### config.mk
export PLATFORM = sky130hd
export DESIGN_NAME = multi_digit_seg_bank
export DESIGN_NICKNAME = d
export VERILOG_FILES = /design/src/rtl/multi_digit_seg_bank.sv
export SDC_FILE = /design/constraint.sdc
export NUM_CORES = 1
export LEC_CHECK = 0
export ABC_CLOCK_PERIOD_IN_PS = 2100
export CORE_MARGIN = 1.5
export CORE_UTILIZATION = 49
export DETAILED_ROUTE_END_ITERATION = 10
export PLACE_DENSITY = 0.76
export SKIP_CTS_REPAIR_TIMING = 1
export SYNTH_ARGS = -nofsm -noshare
export SYNTH_HDL_FRONTEND = slang
export SYNTH_SLANG_ARGS = --single-unit
### constraint.sdc
create_clock -name clk_i -period 2.1 [get_ports clk_i]
set_input_delay 0.21 -clock clk_i [delete_from_list [all_inputs] [get_ports clk_i]]
set_output_delay 0.21 -clock clk_i [all_outputs]
set_load 0.01 [all_outputs]
### src/rtl/multi_digit_seg_bank.sv
// multi_digit_seg_bank: N-digit BCD register bank with debounced-strobe writes
// (addressed or shift-in), clear, leading-zero blanking and registered 7-segment decode.
module multi_digit_seg_bank #(
    parameter int N_DIGITS = 4,
    parameter int AW       = 2
) (
    input  logic                  clk_i,
    input  logic                  rst_ni,
    input  logic                  wr_ni,
    input  logic                  mode_i,
    input  logic [AW-1:0]         addr_i,
    input  logic [3:0]            bcd_i,
    input  logic                  clr_i,
    input  logic                  lzb_i,
    output logic [7*N_DIGITS-1:0] seg_o,
    output logic                  ack_o,
    output logic                  err_o
);
    logic                       s1_q, s2_q, h_q, armed_q, strobe, lead;
    logic [1:0]                 vld_q;
    logic [N_DIGITS-1:0][3:0]   dig_q, dig_d;
    logic [7*N_DIGITS-1:0]      seg_q, seg_d;
    logic                       ack_q, ack_d, err_q, err_d;
    logic [3:0]                 shown;

    function automatic logic [6:0] dec(input logic [3:0] b);
        case (b)
            4'd0:    dec = ~7'b1111110;
            4'd1:    dec = ~7'b0110000;
            4'd2:    dec = ~7'b1101101;
            4'd3:    dec = ~7'b1111001;
            4'd4:    dec = ~7'b0110011;
            4'd5:    dec = ~7'b1011011;
            4'd6:    dec = ~7'b1011111;
            4'd7:    dec = ~7'b1110000;
            4'd8:    dec = ~7'b1111111;
            4'd9:    dec = ~7'b1111011;
            default: dec = 7'h7F;
        endcase
    endfunction

    // armed_q stays low after reset until the synchronised button has really been seen
    // released, so a press held through reset never produces a write.
    assign strobe = armed_q & h_q & ~s2_q;

    always_comb begin
        dig_d = dig_q;
        ack_d = 1'b0;
        err_d = 1'b0;
        if (clr_i) begin
            dig_d = '1;
        end else if (strobe && mode_i) begin
            dig_d = {dig_q[N_DIGITS-2:0], bcd_i};
            ack_d = 1'b1;
        end else if (strobe && int'(addr_i) < N_DIGITS) begin
            dig_d[addr_i] = bcd_i;
            ack_d = 1'b1;
        end else if (strobe) begin
            err_d = 1'b1;
        end
    end

    always_comb begin
        seg_d = '1;
        lead  = lzb_i;
        shown = '0;
        for (int i = N_DIGITS - 1; i >= 0; i--) begin
            if (dig_q[i] inside {[4'd1:4'd9]}) lead = 1'b0;
            shown = (lead && i != 0) ? 4'hF : dig_q[i];
            seg_d[7*i +: 7] = dec(shown);
        end
    end

    always_ff @(posedge clk_i or negedge rst_ni) begin
        if (!rst_ni) begin
            s1_q    <= 1'b1;
            s2_q    <= 1'b1;
            h_q     <= 1'b1;
            vld_q   <= '0;
            armed_q <= 1'b0;
            dig_q   <= '1;
            seg_q   <= '1;
            ack_q   <= 1'b0;
            err_q   <= 1'b0;
        end else begin
            s1_q    <= wr_ni;
            s2_q    <= s1_q;
            h_q     <= s2_q;
            vld_q   <= {vld_q[0], 1'b1};
            armed_q <= armed_q | (vld_q[1] & s2_q);
            dig_q   <= dig_d;
            seg_q   <= seg_d;
            ack_q   <= ack_d;
            err_q   <= err_d;
        end
    end

    assign seg_o = seg_q;
    assign ack_o = ack_q;
    assign err_o = err_q;
endmodule

---- Word level (Yosys, flattened, before mapping) ----
Memory sizes are Yosys's and may differ from the RTL's. A register that Yosys moved wholly into a read port is not among the register bits.
Index checks and enable logic that the tools add are counted.
word-level totals
  RAM bits ................................ 0
  register bits ........................... 23
  latch bits .............................. 0
  memories ................................ 4
  input port bits ......................... 12
  word-level logic and storage cells ...... 52
  memory bits (read-only) ................. 448
operators by class
  multiplexer cells ....................... 15
  $add $sub $neg .......................... 0
  multiply operators ...................... 0
  bitwise gates (word level) .............. 5
  reductions and logical operators ........ 10
  shift operators ......................... 0
  div/mod/pow operators ................... 0
  equality and inequality tests ........... 0
  $lt $le $gt $ge ......................... 8
memory list
  name             depth  width  rd ports  clocked after Yosys merged registers in  write ports  RTL line  text
  (no name shown)  16     7      1         1                                        0            27        case (b)
  (no name shown)  16     7      1         1                                        0            27
  (no name shown)  16     7      1         1                                        0            27
  (no name shown)  16     7      1         1                                        0            27
operator list
  cell                number
  $mux 16             3
  $bwmux 16           1
  $mux 4              4
  $ge 4x1->1 const B  3
  $le 4x4->1 const B  3
  $demux 4 s2         1
  $mux 1              6
  $logic_and 1x1->1   5
  $logic_not 1->1     4
  $and 1x1->1         3
  $lt 2x3->1 const B  1
  $reduce_bool 3->1   1
  $ge 2x1->1 const B  1
  $not 1->1           1
  $or 1x1->1          1

---- Logic depth before layout (Yosys ltp) ----
Gate-level depths: netlist (run 1).
  depth after elaboration ................. 8
  mapped depth ............................ 8
  gate-level depth less buffers ........... 8

---- Worst setup path after synthesis (run 1) ----
No wires, ideal clock.
  path type ............................... reg2reg
  start ................................... register dig_q[15] (netlist name)
  end ..................................... register seg_q[10], in the netlist seg_o[10]
  path buffers ............................ 0
  path slack .............................. -0.153 ns
  arrival time ............................ 2.158 ns
  cell stages (with the launch flop) ...... 8
  required time ........................... 2.005 ns
  library setup time ...................... 0.095 ns
  cell sequence ........................... dfstp_2 > or4_4 > a21o_1 > a21o_1 > o21ba_1 > ha_1 > a2111oi_1 > nor3_1
between the ends
  longest elaborated chain between the ends .. 6
  elaborated cells between the ends (all ways) .. 7
RTL lines
  element                                   RTL line  text
  start: declaration                        21        logic [N_DIGITS-1:0][3:0] dig_q, dig_d;
  start signal: assignment                  91        dig_q <= dig_d;
  $ge 4x1->1 or $le 4x4->1 (tied branches)  68        if (dig_q[i] inside {[4'd1:4'd9]}) lead = 1'b0;
  $logic_and 1x1->1 (*)                     68
  $mux 1 (*) (3 in a row)                   68
  $mux 4 (*)                                69        shown = (lead && i != 0) ? 4'hF : dig_q[i];
  end: declaration                          22        logic [7*N_DIGITS-1:0] seg_q, seg_d;
Mark *: on every way between the ends. The rest lies on a longest branch, timed or not.
A chain may end at the register's enable or synchronous reset.

---- Worst setup path in the final report (run 1) ----
  start ................................... register dig_q[14] (netlist name)
  end ..................................... register seg_q[20], in the netlist seg_o[20]
between the ends
  longest elaborated chain between the ends .. 5
  elaborated cells between the ends (all ways) .. 6
RTL lines
  element                                   RTL line
  $ge 4x1->1 or $le 4x4->1 (tied branches)  68
  $logic_and 1x1->1 (*)                     68
  $mux 1 (*) (2 in a row)                   68
  $mux 4 (*)                                69
Marks and branches as above.

==> results.yml, run 1 <==
run_status:
  status: "complete, but fails checks"
  failed_checks: "negative setup slack"
synth:
  synth_seq_cells: 51
  average_size_of_a_mapped_cell_um2: 9.92
  async_flop_share: 1.00
  synth.yosys.warnings: 0
  synth-main-ff-cell: "sky130_fd_sc_hd__dfstp_2"
  postSynthCellCount: 279
  syn_nets: 313
  seq_area_frac_synth: 0.482
  synth.lib_cells_used.distinct: 45
  synth_enable_flop_cells: 0
  syn_area_um2: 2770
final_layout:
  mostFrequentLayoutCells: "sky130_fd_sc_hd__dfstp_2, sky130_fd_sc_hd__clkdlybuf4s50_1, sky130_fd_sc_hd__nor2_1, sky130_fd_sc_hd__buf_4"
  register_area_um2: 1340
  syn_to_final_growth_pct: 38.7
  final.fill_count: 406
  finalNonFillerCells: 414
  ant_diodes: 0
  layout_commonest_cell: "sky130_fd_sc_hd__dfstp_2"
  finished_cell_area_um2: 3840
  fraction_of_layout_cells_with_a_size_suffix_above_1: 0.401
  final_core_util: 0.701
  final_nets: 375
  multi_input_logic_area_um2: 1570
clock_tree:
  cts_tree: "built"
  cts_sinks: 51
  clock_tree.root_cell: "sky130_fd_sc_hd__clkbuf_8"
  clock_insertion_delay_worst_skew_ns: 0.31
  cts_htree_levels: 2
  ctsLongestPathBuffers: 2
  cts-buffers-inserted: 5
  cts.clk_slew.worst_paths_ns: 0.09
critical_path:
  critical_path.reg2reg.startpoint: "dig_q[14]$_DFFE_PN1P_"
  timing.critical_path.fanout_max: 4
  cp.arrival_ns: 2.48
  setup.worst_path.start: "dig_q[14]$_DFFE_PN1P_"
  crit_type: "reg -> reg"
  rr_worst_depth: 8
  regToRegEndpoint: "seg_o[20]$_DFF_PN1_"
  worstPathRequired_ns: 2.34
  worst_setup_path_end_kind: "register"
  setup.worst_path.start_class: "register"
  regToRegSetupSlack_ns: -0.13
  crit_end: "seg_o[20]$_DFF_PN1_"
route:
  vias: 2230
  routed_wirelength_um: 6080
  drt_first_iter_violations: 142
  ant_nets: 0
  route.detailed.wl_per_inst_um: 14.7
  post_route_drc: 0
  via_per_inst: 5.39
  first_pass_iteration_count_of_the_detailed_router: 4
placed_design:
  pre_cts_ws_ns: -0.0801
  dp.final_hpwl_um: 4190
  dpl.cell_count: 403
  placement.io_buffers: 40
  post_dp_cell_area_um2: 3450
  finalWeightedCongestion: 0.815
global_route:
  gr-total-overflow: 0
  first_global_vias: 2181
  grt_start_max_net_pins: 29
  track_usage: 0.201
  initial_antenna_violation_count: 0
  wire_length_of_the_first_global_routing_pass_um: 9610
min_path:
  hp-class: "in -> reg"
  worst_hold_path_cells: 1
sta:
  fin_worst_hold_slack_ns: 0.299
  fin_crit_period_ns: 2.23
  finalMaxSlewViolations: 0
  worst-slew-pin-transition_ns: 0.650
  timing.slew.headroom: 0.567
  rsz0062_at_grt: "yes"
  skew_ns: 0.00544
  hold_violations: 0
  fin_ws_ns: -0.133
  final.period_utilization: 1.06
  finalSetupViolations: 12
  clock.fmax_ghz: 0.448
floorplanning:
  row_count: 27
  initial_utilization: 0.506
  design.core.area_um2: 5470
  die_w_um: 78.2
  dieHeight_um: 78.2
  ioPinCount: 42
  die-area_um2: 6110
power_and_ir_drop:
  irDropWorstVdd_uv: 357
  cellLeakagePower_nw: 1.58
  power_density_nw_per_um2: 557
run:
  max_capacitance_violation_count: 0
## worst min-delay path by stage
stage	from	end	slack [ns]
floorplan	rst_ni	ack_o$_DFF_PN0_	-0.09
global placement	rst_ni	ack_o$_DFF_PN0_	0.26
detailed placement	rst_ni	ack_o$_DFF_PN0_	0.27
CTS	rst_ni	ack_o$_DFF_PN0_	-0.08
global route	wr_ni	s1_q$_DFF_PN1_	0.29
finish	wr_ni	s1_q$_DFF_PN1_	0.30
## routing by layer
metal | track usage | vias up | routed length [um]
met4 | 0.0696 | 0 | 134
met3 | 0.0407 | 12 | 189
li1 | - | 1083 | -
met1 | 0.241 | 1077 | 2540
met5 | 0 | - | 0
met2 | 0.357 | 58 | 3220
## worst max-delay path: stages, from the launching register on
cell and delay (ns):
sky130_fd_sc_hd__dfstp_2 0.38, sky130_fd_sc_hd__or4_4 0.55, sky130_fd_sc_hd__a221oi_4 0.38, sky130_fd_sc_hd__or2_4 0.21, sky130_fd_sc_hd__inv_4 0.04, sky130_fd_sc_hd__ha_4 0.14
sky130_fd_sc_hd__or2_4 0.24, sky130_fd_sc_hd__a21oi_2 0.14, sky130_fd_sc_hd__o21ai_1 0.08
## Yosys cell counts (2+ instances only)
| master | instances | area, um2 |
|---|---|---|
| sky130_fd_sc_hd__a211o_1 | 4 | 35.0 |
| sky130_fd_sc_hd__a211oi_1 | 2 | 15.0 |
| sky130_fd_sc_hd__a21o_1 | 4 | 30.0 |
| sky130_fd_sc_hd__a21oi_1 | 26 | 130 |
| sky130_fd_sc_hd__a221oi_1 | 2 | 17.5 |
| sky130_fd_sc_hd__a22oi_1 | 5 | 37.5 |
| sky130_fd_sc_hd__a31oi_1 | 3 | 18.8 |
| sky130_fd_sc_hd__a32oi_1 | 2 | 17.5 |
| sky130_fd_sc_hd__and2_1 | 2 | 12.5 |
| sky130_fd_sc_hd__clkbuf_1 | 13 | 48.8 |
| sky130_fd_sc_hd__conb_1 | 2 | 7.51 |
| sky130_fd_sc_hd__dfrtp_1 | 4 | 100 |
| sky130_fd_sc_hd__dfstp_2 | 47 | 1230 |
| sky130_fd_sc_hd__ha_1 | 22 | 275 |
| sky130_fd_sc_hd__inv_1 | 17 | 63.8 |
| sky130_fd_sc_hd__nand2_1 | 13 | 48.8 |
| sky130_fd_sc_hd__nand2b_1 | 17 | 106 |
| sky130_fd_sc_hd__nor2_1 | 24 | 90.1 |
| sky130_fd_sc_hd__nor2b_1 | 4 | 25.0 |
| sky130_fd_sc_hd__nor3_1 | 5 | 25.0 |
| sky130_fd_sc_hd__o21ai_0 | 23 | 115 |
| sky130_fd_sc_hd__o21ai_1 | 7 | 35.0 |
| sky130_fd_sc_hd__o21bai_1 | 3 | 22.5 |
| sky130_fd_sc_hd__o221a_2 | 4 | 45.0 |
| sky130_fd_sc_hd__or2_2 | 4 | 25.0 |
## cell type report
| type | count | area share |
|---|---|---|
| Inverter | 18 | 0.0183 |
| Tap cell | 72 | 0.0235 |
| Multi-Input combinational cell | 196 | 0.410 |
| Clock buffer | 6 | 0.0215 |
| Sequential cell | 51 | 0.348 |
| Timing Repair Buffer | 69 | 0.170 |
| Clock inverter | 2 | 0.00913 |
## per-stage QoR
stage | power, mW | TNS (ns)
after floorplan | 1.25 | -0.311
after global placement | 1.39 | -0.147
after detailed placement | 1.40 | -0.502
after CTS | 2.12 | -0.857
after global routing | 2.23 | -2.38
final | 2.14 | -0.783
## sequential cells by signal (all words and copies together), names as in the netlist
name / cells
seg_o: 28
s2_q: 1
ack_o: 1
armed_q: 1
vld_q: 2
shown: 4
dig_q: 12
s1_q: 1
h_q: 1
## logic make-up after synthesis
family / count (synthesis) / share of synthesized area
AND/OR/NAND/NOR: 77 / 0.145
other: 2 / 0.00271
multiplexers: 1 / 0.00407
buffers and inverters: 32 / 0.0448
adder cells (fa/ha/maj): 22 / 0.0995
AO/OA/AOI/OAI: 92 / 0.216
flip-flops: 51 / 0.482
XOR/XNOR: 2 / 0.00633
## power breakdown
part / switching (mW) / internal [mW] / total [mW]
combinational: 0.190 / 0.168 / 0.358
sequential: 0.0261 / 1.05 / 1.08
clock: 0.319 / 0.386 / 0.704
Power figures use the tool's default switching activity.
==> inputs of run 2 (changes only) <==
CORE_MARGIN = not set   (was 1.5)
SLEW_MARGIN = 10   (was not set)
==> results.yml, run 2 (same netlist as run 1, synthesis figures left out) <==
power_and_ir_drop:
  cellLeakagePower_nw: 1.59
  power_report.internal_total_mw: 1.70
  finalPower_mw: 2.25
  p_seq_frac: 0.479
  power_density_nw_per_um2: 580
  netSwitchingFraction: 0.246
  power_switching_mw: 0.552
  irDropWorstVdd_uv: 475
  power_frac_comb: 0.162
  power_frac_clock: 0.359
sta:
  hold_violations: 0
  skew_ns: 0.00441
  fin_crit_period_ns: 2.22
  clock.fmax_ghz: 0.450
  finalSetupViolations: 9
  final.period_utilization: 1.06
  fin_ws_ns: -0.122
  finalMaxSlewViolations: 0
  timing.slew.headroom: 0.596
  rsz0062_at_grt: "yes"
  worst-slew-pin-transition_ns: 0.604
floorplanning:
  die-area_um2: 5950
  die_w_um: 77.2
  ioPinCount: 42
  initial_utilization: 0.525
  dieHeight_um: 77.2
  design.core.area_um2: 5270
  row_count: 26
critical_path:
  timing.critical_path.fanout_max: 3
  crit_type: "reg -> reg"
  setup.worst_path.start_class: "register"
  worst_setup_path_end_kind: "register"
  cp.arrival_ns: 2.46
  worstPathRequired_ns: 2.33
clock_tree:
  clock_tree.root_cell: "sky130_fd_sc_hd__clkbuf_8"
  cts_tree: "built"
  cts_sinks: 51
  ctsLongestPathBuffers: 2
  cts-buffers-inserted: 5
  cts_htree_levels: 2
  cts.clk_slew.worst_paths_ns: 0.09
  clock_insertion_delay_worst_skew_ns: 0.31
route:
  first_pass_iteration_count_of_the_detailed_router: 4
  via_per_inst: 5.44
  ant_nets: 0
  route.detailed.wl_per_inst_um: 14.9
  vias: 2251
  post_route_drc: 0
  routed_wirelength_um: 6180
  drt_first_iter_violations: 96
placed_design:
  finalWeightedCongestion: 0.798
  placement.io_buffers: 40
  dpl.cell_count: 402
  dp.final_hpwl_um: 4150
min_path:
  hp-class: "in -> async"
final_layout:
  mostFrequentLayoutCells: "sky130_fd_sc_hd__dfstp_2, sky130_fd_sc_hd__clkdlybuf4s50_1, sky130_fd_sc_hd__buf_4, sky130_fd_sc_hd__nor2_1, sky130_fd_sc_hd__a21oi_1"
  finalNonFillerCells: 414
  syn_to_final_growth_pct: 40.0
  final.fill_count: 370
  final_nets: 377
  multi_input_logic_area_um2: 1600
  layout_commonest_cell: "sky130_fd_sc_hd__dfstp_2"
  register_area_um2: 1340
  ant_diodes: 0
  fraction_of_layout_cells_with_a_size_suffix_above_1: 0.407
  largest_register_ffs: 28
global_route:
  initial_antenna_violation_count: 0
  wire_length_of_the_first_global_routing_pass_um: 9490
  track_usage: 0.200
  gr-total-overflow: 0
  first_global_vias: 2145
  grt_start_max_net_pins: 21
run_status:
  status: "complete, but fails checks"
  failed_checks: "negative setup slack"
run:
  max_capacitance_violation_count: 0
==> run 2: power groups by stage <==
| stage | Clock (mW) | Sequential, mW | Combinational (mW) |
|---|---|---|---|
| 2_1_floorplan | 0 | 1.10 | 0.157 |
| 3_3_place_gp | 0 | 1.09 | 0.303 |
| 3_5_place_dp | 0 | 1.09 | 0.310 |
| 4_1_cts | 0.824 | 1.08 | 0.313 |
| 5_1_grt | 0.860 | 1.08 | 0.400 |
| 6_report | 0.808 | 1.08 | 0.365 |
==> run 2: layout make-up <==
type,count,share of cell area
multi-input combinational,196,0.413
sequential,51,0.345
timing repair buffer,71,0.166
clock buffer,5,0.0178
clock inverter,3,0.0174
inverter,18,0.0187
tap,70,0.0226
==> run 2: critical path, stage by stage, from the launching register on <==
cell and delay (ns):
sky130_fd_sc_hd__dfstp_2 0.38, sky130_fd_sc_hd__or4_4 0.55, sky130_fd_sc_hd__a21o_1 0.22, sky130_fd_sc_hd__a21o_1 0.20, sky130_fd_sc_hd__o21ba_4 0.23, sky130_fd_sc_hd__ha_4 0.16
sky130_fd_sc_hd__a2111oi_4 0.35, sky130_fd_sc_hd__nor3_2 0.07
==> run 2: metrics by stage <==
stage	instance area [um2]	worst slack [ns]	hold WS (ns)	setup TNS, ns	utilization
after floorplan	2810	-0.0691	-0.0856	-0.311	-
after global placement	3440	-0.0339	0.333	-0.110	0.653
after detailed placement	3440	-0.0880	0.344	-0.416	0.653
after CTS	3580	-0.103	0.128	-0.680	0.679
after global routing	3870	-0.191	0.174	-2.04	0.735
final	3870	-0.122	0.107	-0.595	0.735
==> run 2: worst paths after layout <==
check	cells after the start	slack, ns	startpoint	endpoint
worst max-delay path	7	-0.12	dig_q[12]$_DFFE_PN1P_	seg_o[10]$_DFF_PN1_
worst min-delay path	1	0.11	rst_ni	seg_o[22]$_DFF_PN1_
worst max register to register	7	-0.12	dig_q[12]$_DFFE_PN1P_	seg_o[10]$_DFF_PN1_
worst min register to register	0	0.36	s1_q$_DFF_PN1_	s2_q$_DFF_PN1_
max in group asynchronous	2	1.63	rst_ni	seg_o[7]$_DFF_PN1_
min in group clk_i	1	0.30	wr_ni	s1_q$_DFF_PN1_
==> run 2: layer usage <==
metal | up-vias | global-route usage | share of wire
met5 | - | 0 | 0
met4 | 0 | 0.0755 | 0.023
met3 | 13 | 0.0357 | 0.028
met2 | 50 | 0.348 | 0.52
met1 | 1100 | 0.244 | 0.43
li1 | 1088 | - | -
==> patch 1: new RTL, settings of run 1 <==
Put one more register stage on the output `err_o`, cleared by the reset. The value now appears one clock later. The other outputs are not delayed to match.
--- a/src/rtl/multi_digit_seg_bank.sv
+++ b/src/rtl/multi_digit_seg_bank.sv
@@ -98,5 +98,11 @@
     assign seg_o = seg_q;
     assign ack_o = ack_q;
-    assign err_o = err_q;
+    always_ff @(posedge clk_i or negedge rst_ni) begin
+        if (!rst_ni) begin
+            err_o <= '0;
+        end else begin
+            err_o <= err_q;
+        end
+    end
 endmodule
 
Function: kept (Yosys induction, for registers that start in step).
==> patch 1 against run 1 <==
- the run still ends with negative setup slack left
- sequential cell count is the same
- hold slack better by 0.011 ns
- power down 8.0%
- count of clock-buffer cells in the layout unchanged
- area after synthesis down 3.2%
- final cell count is 1.7% lower
- cell area fell by 2.7%
- worst setup slack improved by 0.050 ns
- global-route usage fell by 1.5 points
- wire length decreased by 1.7%
- largest power group unchanged
==> patch 1: results (changes against run 1) <==
<table>
<tr><th>Metric</th><th>Value</th></tr>
<tr><th colspan="2">Routing</th></tr>
<tr><td>First-pass detailed-route iteration total</td><td>5 (+1)</td></tr>
<tr><td>Drt initial violations</td><td>131 (-7.7%)</td></tr>
<tr><td>Routed length on met1</td><td>2.577 mm (+1.5%)</td></tr>
<tr><td>WL met3</td><td>184 um (-2.6%)</td></tr>
<tr><td>Number of vias per cell</td><td>5.381 (-0.10%)</td></tr>
<tr><th colspan="2">Global routing</th></tr>
<tr><td>Via count of the first global-routing pass</td><td>1954 (-10%)</td></tr>
<tr><td>Global-route track usage on met3</td><td>3.452% (-0.62 points)</td></tr>
<tr><td>Maximum number of pins on one net before global-route repair</td><td>34 (+17%)</td></tr>
<tr><td>Met1 track demand over resource</td><td>23.54% (-0.54 points)</td></tr>
<tr><th colspan="2">Yosys</th></tr>
<tr><td>Compound-gate portion of the synthesized area</td><td>18.63% (-2.9 points)</td></tr>
<tr><td>Post-synthesis sequential area ratio</td><td>49.81% (+1.6 points)</td></tr>
<tr><td>Netlist cell types</td><td>39 (-13%)</td></tr>
<tr><td>Mux contribution to synthesized area</td><td>1.167% (+0.76 points)</td></tr>
<tr><td>Synthesized area divided by synthesized cell count</td><td>9.817 sq um (-1.0%)</td></tr>
<tr><th colspan="2">STA</th></tr>
<tr><td>Final Worst Setup Slack</td><td>-0.08310 ns (+0.05037 ns)</td></tr>
<tr><td>Final Setup Violations</td><td>9 (-3)</td></tr>
<tr><td>Measured slew at the worst slew-check pin</td><td>0.7034 ns (+0.05329 ns)</td></tr>
<tr><th colspan="2">Finish</th></tr>
<tr><td>Share of final-layout standard cells stronger than drive strength 1</td><td>39.76% (-0.30 points)</td></tr>
<tr><th colspan="2">Power and ir drop</th></tr>
<tr><td>Switching share of total power</td><td>22.95% (-2.1 points)</td></tr>
<tr><td>Largest voltage drop on the vdd net</td><td>552.1 uV (+55%)</td></tr>
<tr><th colspan="2">Placement</th></tr>
<tr><td>Setup slack at placement</td><td>-0.1347 ns (-0.05461 ns)</td></tr>
<tr><td>Last weighted congestion value of the routability-driven placer</td><td>0.8421 (+3.3%)</td></tr>
<tr><td>Number of instances in the placed design</td><td>394 (-2.2%)</td></tr>
<tr><th colspan="2">Setup path</th></tr>
<tr><td>Biggest cell delay along the critical path</td><td>0.57 ns (+0.02 ns)</td></tr>
<tr><td>Critical-path maximum fanout</td><td>3 (-1)</td></tr>
<tr><td>Worst Path Arrival</td><td>2.43 ns (-0.05 ns)</td></tr>
<tr><th colspan="2">Outcome</th></tr>
<tr><td>Result of the run</td><td>complete, but fails checks</td></tr>
<tr><td>Violations in the final reports</td><td>negative setup slack</td></tr>
</table>
==> patch 1: changes by cell type after synthesis, sizes merged, moves of 3 or more <==
cell,delta
o21ai,-6
o32ai,+4
nand2,+4
nand2b,-5
clkbuf,-3
nor2,+11
nor2b,-3
a22oi,-5
==> patch 1: cell families after synthesis <==
family,Yosys count
buf+inv,32
fa+ha+maj,22
compound gates,79
mux,3
simple gates,84
flops,51
other cells,2
==> patch 1: final cells by class <==
| class | count | area [sq um] |
|---|---|---|
| sequential | 51 | 1335 |
| inverter | 20 | 82.58 |
| multi-input combinational | 190 | 1478 |
| clock buffer | 6 | 82.58 |
| clock inverter | 2 | 35.03 |
| fill | 352 | 1473 |
| tap | 70 | 87.58 |
| timing repair buffer | 68 | 631.9 |
==> patch 1: final timing paths <==
kind / startpoint / to / slack, ns / depth (start not counted)
setup / recovery: dig_q[12] / seg_o[15] / -0.08 / 9
hold / removal: wr_ni / s1_q / 0.31 / 1
setup reg to reg: dig_q[12] / seg_o[15] / -0.08 / 9
hold reg to reg: s1_q / s2_q / 0.36 / 0
max in group asynchronous: rst_ni / shown[0] / 0.99 / 3
min in group asynchronous: rst_ni / armed_q / 0.49 / 2
==> patch 1: power by group through the flow <==
stage	sequential [mW]	clock, mW	combinational (mW)
2_1_floorplan	1.06	0	0.0896
3_3_place_gp	1.06	0	0.192
3_5_place_dp	1.06	0	0.195
4_1_cts	1.05	0.715	0.196
5_1_grt	1.05	0.762	0.244
6_report	1.05	0.699	0.222
==> patch 1: through the flow <==
stage / instance area (sq um) / TNS [ns]
3_3_place_gp: 3304 / -0.2081
6_report: 3732 / -0.5027
5_1_grt: 3732 / -1.455
2_1_floorplan: 2694 / -0.2811
3_5_place_dp: 3304 / -0.5454
4_1_cts: 3422 / -0.9143
==> patch 2: new RTL, flow settings as in run 1 <==
Made on the original files. Change the parameter `AW` from 2 to 1.
--- a/src/rtl/multi_digit_seg_bank.sv
+++ b/src/rtl/multi_digit_seg_bank.sv
@@ -3,5 +3,5 @@
 module multi_digit_seg_bank #(
     parameter int N_DIGITS = 4,
-    parameter int AW       = 2
+    parameter int AW       = 1
 ) (
     input  logic                  clk_i,
Ports: changed (resized addr_i); port bits go from 42 to 41. The function was not compared with the original's and may differ.
==> patch 2 against run 1 <==
- the flow finishes with violations (negative hold slack)
- cell area down 13%
- final cell count down 6.3%
- area after synthesis down 4.1%
- non-clock buffer count down 13
- power down 5.8%
- sequential cell count unchanged
- critical path depth up 1
- maximum frequency up 11%
- count of clock-buffer cells in the layout unchanged
- worst setup slack better by 0.22 ns
- wire length down 20%
- largest power group unchanged
- highest routed layer unchanged
==> patch 2: results (changes against run 1) <==
<table>
<tr><th>Metric</th><th>Value</th></tr>
<tr><th colspan="2">Finish</th></tr>
<tr><td>Share of final-layout standard cells stronger than drive strength 1</td><td>29.25% (-11 points)</td></tr>
<tr><td>Layout sequential cell count</td><td>51 (unchanged)</td></tr>
<tr><td>Filler-free cell count of the finished design</td><td>388 (-6.3%)</td></tr>
<tr><td>Post-layout net count</td><td>350 (-6.7%)</td></tr>
<tr><td>Layout buffering overhead excluding clock cells</td><td>15.48% (-1.5 points)</td></tr>
<tr><td>Nonclk inv count</td><td>12 (-6)</td></tr>
<tr><td>Multi-Input Combinational</td><td>191 (-2.6%)</td></tr>
<tr><th colspan="2">Power and ir drop</th></tr>
<tr><td>Power Combinational</td><td>314 uW (-12%)</td></tr>
<tr><th colspan="2">Outcome</th></tr>
<tr><td>Violations in the final reports</td><td>negative hold slack</td></tr>
<tr><td>Result of the run</td><td>complete, but fails checks</td></tr>
<tr><th colspan="2">STA</th></tr>
<tr><td>Final hold viol count</td><td>4 (+4)</td></tr>
<tr><td>Final Hold Slack</td><td>-0.009692 ns (-0.3092 ns)</td></tr>
<tr><td>Max Freq</td><td>496.6 MHz (+11%)</td></tr>
<tr><th colspan="2">Global routing</th></tr>
<tr><td>GRT Util Overall</td><td>17.38% (-2.7 points)</td></tr>
<tr><td>Via count of the first global-routing pass</td><td>1880 (-14%)</td></tr>
<tr><th colspan="2">Yosys</th></tr>
<tr><td>Mux contribution to synthesized area</td><td>1.556% (+1.1 points)</td></tr>
<tr><td>XOR/XNOR share of the synthesized area</td><td>0.3300% (-0.30 points)</td></tr>
<tr><td>Post-synthesis net count</td><td>303 (-3.2%)</td></tr>
<tr><td>Post-synthesis adder-cell area fraction</td><td>10.37% (+0.43 points)</td></tr>
<tr><td>Netlist cell types</td><td>40 (-11%)</td></tr>
<tr><th colspan="2">Setup path</th></tr>
<tr><td>Worst Path Arrival</td><td>2.25 ns (-0.23 ns)</td></tr>
<tr><td>Critical register-to-register path endpoint</td><td>seg_o[10]</td></tr>
<tr><th colspan="2">Routing</th></tr>
<tr><td>Wirelength per Cell</td><td>12.52 um (-15%)</td></tr>
<tr><th colspan="2">Placement</th></tr>
<tr><td>Setup slack at placement</td><td>0.08567 ns (+0.1658 ns)</td></tr>
<tr><td>Final HPWL DP</td><td>3.397 mm (-19%)</td></tr>
<tr><th colspan="2">Worst hold path</th></tr>
<tr><td>Worst hold path class</td><td>in2async</td></tr>
</table>
[patch 2: cell types whose count changed in the layout (fill, tap and decap cells not counted), sizes merged, moves of 4 or more]
| cell | change |
|---|---|
| o21ai | -13 |
| inv | -6 |
| a21oi | -4 |
| a31oi | +4 |
| buf | -11 |
| o221a | -4 |
| a22oi | -5 |
| nand2b | -5 |
| o211ai | +5 |
| nand3 | +10 |
| nand2 | +20 |
[patch 2: kinds of logic (layout without fill, tap and decap cells)]
| family | Yosys count | count (layout) |
|---|---|---|
| buffers and inverters | 28 | 76 |
| adders and majority gates | 22 | 22 |
| AOI/OAI and AO/OA | 61 | 61 |
| other | 2 | 2 |
| DFF | 51 | 51 |
| and+or+nand+nor | 101 | 101 |
| xor gates and xnor gates | 1 | 1 |
| muxes | 4 | 4 |
[patch 2: metal layers]
metal  global-route usage, %  vias to the layer above  part of all wire [%]
li1                        -                      990                     -
met1                   20.85                      949                    43
met2                   30.71                       50                    51
met3                   4.072                        8                   3.8
met4                   5.556                        0                   1.6
met5                       0                        -                     0
